## src/rtl/cpu_pkg.sv

```systemverilog
// Shared definitions for the accumulator CPU sequencer: opcode codes, phase
// codes and the number of defined instructions.
package cpu_pkg;

  // Opcode values are fixed 4-bit codes regardless of the opcode field width.
  typedef enum logic [3:0] {
    OpLda = 4'd0,
    OpSta = 4'd1,
    OpAdd = 4'd2,
    OpSub = 4'd3,
    OpJmp = 4'd4,
    OpJmi = 4'd5,
    OpJeq = 4'd6,
    OpStp = 4'd7,
    OpLdi = 4'd8,
    OpLsl = 4'd9,
    OpLsr = 4'd10
  } opcode_e;

  // Encoding of the phase output and of the sequencer state register.
  typedef enum logic [1:0] {
    PhFetch = 2'd0,
    PhExec1 = 2'd1,
    PhExec2 = 2'd2,
    PhHalt  = 2'd3
  } phase_e;

  // Number of defined opcodes; also the width of the one-hot instruction vector.
  localparam int unsigned NumOps = 11;

endpackage

```

## src/rtl/cpu_op_decode.sv

```systemverilog
// Instruction decoder: turns the latched opcode into a one-hot instruction
// vector indexed by opcode value, plus an illegal flag when no bit is set.
module cpu_op_decode
  import cpu_pkg::*;
#(
  parameter int unsigned OPW = 4
) (
  input  logic [OPW-1:0]    ir,
  output logic [NumOps-1:0] instr,
  output logic              illegal
);

  logic       upper_nz;
  logic [3:0] low;

  assign low = ir[3:0];

  // Any set bit above the 4-bit code makes the opcode illegal.
  if (OPW > 4) begin : gen_upper
    assign upper_nz = |ir[OPW-1:4];
  end else begin : gen_no_upper
    assign upper_nz = 1'b0;
  end

  // Decode the low nibble into one hot bit; codes 11..15 leave the vector empty.
  always_comb begin
    instr = '0;
    if (!upper_nz) begin
      case (low)
        OpLda:   instr[OpLda] = 1'b1;
        OpSta:   instr[OpSta] = 1'b1;
        OpAdd:   instr[OpAdd] = 1'b1;
        OpSub:   instr[OpSub] = 1'b1;
        OpJmp:   instr[OpJmp] = 1'b1;
        OpJmi:   instr[OpJmi] = 1'b1;
        OpJeq:   instr[OpJeq] = 1'b1;
        OpStp:   instr[OpStp] = 1'b1;
        OpLdi:   instr[OpLdi] = 1'b1;
        OpLsl:   instr[OpLsl] = 1'b1;
        OpLsr:   instr[OpLsr] = 1'b1;
        default: instr = '0;
      endcase
    end
  end

  assign illegal = ~|instr;

endmodule

```

## src/rtl/cpu_sequencer.sv

```systemverilog
// Control sequencer for a small accumulator CPU. Walks FETCH -> EXEC1
// (-> EXEC2 for LDA) -> FETCH, stalls memory phases on mem_ready, halts on
// STP or an illegal opcode, and counts retired instructions with saturation.
// OPW must be at least 4.
module cpu_sequencer
  import cpu_pkg::*;
#(
  parameter int unsigned OPW       = 4,
  parameter int unsigned CNT_W     = 16,
  parameter int unsigned MEM_STALL = 1
) (
  input  logic             clk,
  input  logic             rst_n,
  input  logic [OPW-1:0]   op,
  input  logic             acc_neg,
  input  logic             acc_zero,
  input  logic             mem_ready,
  input  logic             run,
  output logic [1:0]       phase,
  output logic             ir_load,
  output logic             pc_inc,
  output logic             pc_load,
  output logic             mem_wr,
  output logic             acc_load,
  output logic             addr_sel,
  output logic             acc_src,
  output logic             alu_add,
  output logic             shift_en,
  output logic             shift_right,
  output logic             halted,
  output logic             illegal,
  output logic [CNT_W-1:0] ret_cnt
);

  localparam logic [1:0] StFetch = PhFetch;
  localparam logic [1:0] StExec1 = PhExec1;
  localparam logic [1:0] StExec2 = PhExec2;
  localparam logic [1:0] StHalt  = PhHalt;

  logic [1:0]        state_q, state_d;
  logic [OPW-1:0]    ir_q;
  logic              illegal_q, illegal_d;
  logic [CNT_W-1:0]  cnt_q;
  logic [NumOps-1:0] instr;
  logic              op_bad;
  logic              mem_rdy;
  logic              is_mem_op;
  logic              retire;

  // With stalling disabled every memory access is treated as completing at once.
  assign mem_rdy = (MEM_STALL != 0) ? mem_ready : 1'b1;

  cpu_op_decode #(
    .OPW(OPW)
  ) u_decode (
    .ir     (ir_q),
    .instr  (instr),
    .illegal(op_bad)
  );

  assign is_mem_op = instr[OpLda] | instr[OpSta] | instr[OpAdd] | instr[OpSub];

  // Next-state, sticky illegal flag and retire detection.
  always_comb begin
    state_d   = state_q;
    illegal_d = illegal_q;
    retire    = 1'b0;
    case (state_q)
      StFetch: begin
        if (mem_rdy) state_d = StExec1;
      end
      StExec1: begin
        if (op_bad) begin
          state_d   = StHalt;
          illegal_d = 1'b1;
        end else if (instr[OpStp]) begin
          state_d = StHalt;
        end else if (is_mem_op && !mem_rdy) begin
          state_d = StExec1;
        end else if (instr[OpLda]) begin
          state_d = StExec2;
        end else begin
          state_d = StFetch;
          retire  = 1'b1;
        end
      end
      StExec2: begin
        state_d = StFetch;
        retire  = 1'b1;
      end
      StHalt: begin
        if (run) begin
          state_d   = StFetch;
          illegal_d = 1'b0;
        end
      end
      default: state_d = StFetch;
    endcase
  end

  // Output decode; everything is forced low while reset is asserted so that a
  // pending mem_ready in the reset FETCH state cannot raise a fetch strobe.
  always_comb begin
    ir_load     = 1'b0;
    pc_inc      = 1'b0;
    pc_load     = 1'b0;
    mem_wr      = 1'b0;
    acc_load    = 1'b0;
    addr_sel    = 1'b0;
    acc_src     = 1'b0;
    alu_add     = 1'b0;
    shift_en    = 1'b0;
    shift_right = 1'b0;
    halted      = 1'b0;
    if (rst_n) begin
      case (state_q)
        StFetch: begin
          ir_load = mem_rdy;
          pc_inc  = mem_rdy;
        end
        StExec1: begin
          // Address mux points at the operand for the whole memory phase;
          // completion strobes wait for the access to finish.
          addr_sel = is_mem_op;
          if (instr[OpSta]) mem_wr = mem_rdy;
          if (instr[OpAdd]) begin
            acc_load = mem_rdy;
            alu_add  = mem_rdy;
          end
          if (instr[OpSub]) acc_load = mem_rdy;
          if (instr[OpLdi]) begin
            acc_src  = 1'b1;
            acc_load = 1'b1;
          end
          if (instr[OpJmp]) pc_load = 1'b1;
          if (instr[OpJmi]) pc_load = acc_neg;
          if (instr[OpJeq]) pc_load = acc_zero;
          if (instr[OpLsl] || instr[OpLsr]) begin
            shift_en = 1'b1;
            acc_load = 1'b1;
          end
          if (instr[OpLsr]) shift_right = 1'b1;
        end
        StExec2: begin
          acc_src  = 1'b1;
          acc_load = 1'b1;
        end
        StHalt: begin
          halted = 1'b1;
        end
        default: halted = 1'b0;
      endcase
    end
  end

  assign phase   = state_q;
  assign illegal = illegal_q;
  assign ret_cnt = cnt_q;

  // State and illegal flag registers.
  always_ff @(posedge clk or negedge rst_n) begin
    if (!rst_n) begin
      state_q   <= StFetch;
      illegal_q <= 1'b0;
    end else begin
      state_q   <= state_d;
      illegal_q <= illegal_d;
    end
  end

  // Instruction register, loaded when a fetch completes.
  always_ff @(posedge clk or negedge rst_n) begin
    if (!rst_n) begin
      ir_q <= '0;
    end else if (state_q == StFetch && mem_rdy) begin
      ir_q <= op;
    end
  end

  // Retired-instruction counter, sticks at all-ones.
  always_ff @(posedge clk or negedge rst_n) begin
    if (!rst_n) begin
      cnt_q <= '0;
    end else if (retire && (cnt_q != '1)) begin
      cnt_q <= cnt_q + CNT_W'(1);
    end
  end

endmodule

```

## config.mk

```make
export PLATFORM = sky130hd
export DESIGN_NAME = cpu_sequencer
export DESIGN_NICKNAME = d
export VERILOG_FILES = /design/src/rtl/cpu_pkg.sv /design/src/rtl/cpu_op_decode.sv /design/src/rtl/cpu_sequencer.sv
export SDC_FILE = /design/constraint.sdc
export NUM_CORES = 1
export LEC_CHECK = 0
export CORE_MARGIN = 1
export CORE_UTILIZATION = 45
export CTS_BUF_LIST = sky130_fd_sc_hd__clkbuf_16
export CTS_CLUSTER_SIZE = 12
export DETAILED_ROUTE_END_ITERATION = 10
export PLACE_DENSITY = 0.72
export SKIP_CTS_REPAIR_TIMING = 1
export SYNTH_ARGS = -nofsm -noshare
export SYNTH_HDL_FRONTEND = slang
export SYNTH_HIERARCHICAL = 1
export SYNTH_SLANG_ARGS = --single-unit
```

## constraint.sdc

```tcl
create_clock -name clk -period 3.2 [get_ports clk]
set_input_delay 0.96 -clock clk [delete_from_list [all_inputs] [get_ports clk]]
set_output_delay 0.96 -clock clk [all_outputs]
set_load 0.05 [all_outputs]
```

==> impl_results.md <==
- Register bit total from synthesis: 23
- Hold Path Class: reg -> reg
- Maxcap violations: 0
- Core box area: 0.00305 mm2
- Post-synth top area share: 39.9%
- Worst Path Arrival: 2.13 ns
- Yosys top cell by area: dfrtp_1
- N_diodes: 0
- Pre-CTS WS: 0.0987 ns
- R2R Setup Slk: 0.93 ns
- Crit path max-delay family: buffers and inverters
- CTS tree: yes
- Final setup fails: 0
- Max H-tree Level: 1
- Final Slew Violations: 0
- Netlist cell types: 37
- Top-count cell post-synth: dfrtp_1
- Synth cell count leaders: dfrtp_1 (23), nor2_1 (17), nand2_1 (12)
- DP HPWL: 2.54 mm
- PnR worst setup slack: 0.109 ns
- Global route overflow: 0
- Layout area overhead: 44.0%
- Routability cong.: 0.810
- CP Class: in -> out
- Initial DRC Count: 28
- Worst setup path endpoint: halted
- # port buffers: 39
- Die width: 58.6 um
- Mean routed wirelength per cell: 13.9 um
- F_max: 0.324 GHz
- Layout Skew: 0.00470 ns
- Routed WL: 3.31 mm
- Max VDD drop: 0.613 mV
- Slowest cell on crit path: clkdlybuf4s50_1
- Pleak: 0.893 nW
- Vias in the first global route: 1252
- # clock sinks: 23
- Initial Util: 47.2%
- Final hold viol count: 0
- Clock Latency Late Sink: 0.25 ns
- Failing checks: DRC
- Reg2reg start: ir_q[1]
- Vias per Instance: 5.27
- Crit path capture type: primary output
- Die Span Y: 58.6 um
- Total track usage: 21.5%
- Status: complete, but fails checks
- Mean area per synthesized cell: 9.48 um2
- Synthesized instance count: 152
- Syn Std Cell Area: 0.00144 mm2
- CP bufs+invs: 3
- Period utilization: 96.6%
- NumNets Final: 211
- DRC viols: 1
- Wire length of the first global-routing pass: 5.68 mm
- Initial DRT Pass Iterations: 7
- Worst hold margin: 0.498 ns
- EDFF count, synth: 0
- Antenna violations before repair: 0
- Total CTS buffers: 3
- Pin count of the biggest net entering global routing: 17
- Fraction of layout instances using a drive strength above 1: 18.5%
- Synth area leaders: dfrtp_1 (40%), mux2_2 (7.0%), xnor2_1 (5.5%)
- Full die area: 0.00343 mm2
- Final min period: 3.09 ns
- Power per cell area: 807 mW/mm2
- # IOs: 40
- Post-synthesis sequential area ratio: 39.9%
- Worst setup path startpoint: rst_n
- Hold Path Stages: 1
- Routed vias: 1260
- Root buffer cell: clkbuf_16
- Worst slew pin tran: 0.603 ns
- Unrepaired setup endpoints after global routing: no
- Mapped Nets: 167
- WP depth: 4
- Reg2reg end: ret_cnt[1]
- Critical path, cell by cell: clkdlybuf4s50_1 -> buf_4 -> and2_1 -> buf_12
- CP required: 2.24 ns
- Slowest stage delay, CP: 0.59 ns
- Fill count: 267
- Reg2reg path depth: 7
- Ys flop type: dfrtp_1
- Relative slew slack: 59.4%
- Synth warnings: 6
- Site Rows: 20
- Clock Path Buffers: 2
- Worst setup SP type: input port
- Worst Path Max Fanout: 11
- ANT nets after route: 0
- Post-synthesis async set-or-reset flop share: 100%
- Worst-path clk slew: 0.06 ns
- Setup_tns: 0 ns
==> per-layer routing <==
| metal | global-route usage (%) | vias up | wire, um |
|---|---|---|---|
| met2 | 38.4 | 30 | 1730 |
| met5 | 0 | - | 0 |
| met4 | 7.48 | 0 | 17 |
| met3 | 2.64 | 2 | 107 |
| li1 | - | 632 | - |
| met1 | 26.8 | 596 | 1460 |
==> cell families (layout without fill, tap and decap cells) <==
family	after synthesis	after routing	share of synthesized area, %
and+or+nand+nor	78	78	30.9
muxes	10	10	7.73
buffers and inverters	10	53	3.65
AOI/OAI and AO/OA	14	14	6.16
DFF	23	23	39.9
xor gates and xnor gates	12	12	7.29
adders and majority gates	5	5	4.34
==> where the power goes <==
group | switching, mW | leakage, nW | internal (mW)
Clock | 0.0976 | 0.0423 | 0.167
Sequential | 0.118 | 0.296 | 0.363
Combinational | 0.544 | 0.554 | 0.387
==> cells in the final DEF, fill, tap and decap left out, drive strengths merged, types with 9 or more instances in the layout <==
master	n
mux2	9
clkdlybuf4s50	28
and3	10
buf	15
nand2	12
xnor2	9
dfrtp	23
nand4	10
nor2	17
==> state kept, by name (all words and copies together) (netlist names) <==
name,count
ir_q,4
ret_cnt,16
illegal,1
phase,2
==> final cells by class <==
class	count	area, um2	area share [%]
Timing Repair Buffer	43	531	25.6
Clock buffer	3	75.1	3.62
Sequential cell	23	576	27.7
Tap cell	44	55.1	2.65
Clock inverter	1	3.75	0.181
Inverter	6	22.5	1.08
Multi-Input combinational cell	119	813	39.2
==> how the worst min path moves through the flow <==
| stage | endpoint | slack [ns] | startpoint |
|---|---|---|---|
| finish | ret_cnt[12] | 0.50 | ret_cnt[12] |
| global route | ret_cnt[12] | 0.51 | ret_cnt[12] |
| CTS | ret_cnt[12] | 0.50 | ret_cnt[12] |
| detailed placement | ret_cnt[12] | 0.49 | ret_cnt[12] |
| global placement | ret_cnt[12] | 0.48 | ret_cnt[12] |
| floorplan | ir_q[1] | 0.62 | ir_q[1] |
==> metrics by stage <==
| stage | instances | power [mW] | area [um2] | utilization (%) |
|---|---|---|---|---|
| final | 239 | 1.68 | 2080 | 68.0 |
| after global routing | 239 | 1.78 | 2080 | 68.0 |
| after CTS | 239 | 1.68 | 2080 | 68.0 |
| after detailed placement | 235 | 1.41 | 2000 | 65.4 |
| after global placement | 235 | 1.39 | 2000 | 65.4 |
| after floorplan | 152 | 1.10 | 1440 | - |
No activity file was read; power rests on OpenSTA's default activity.
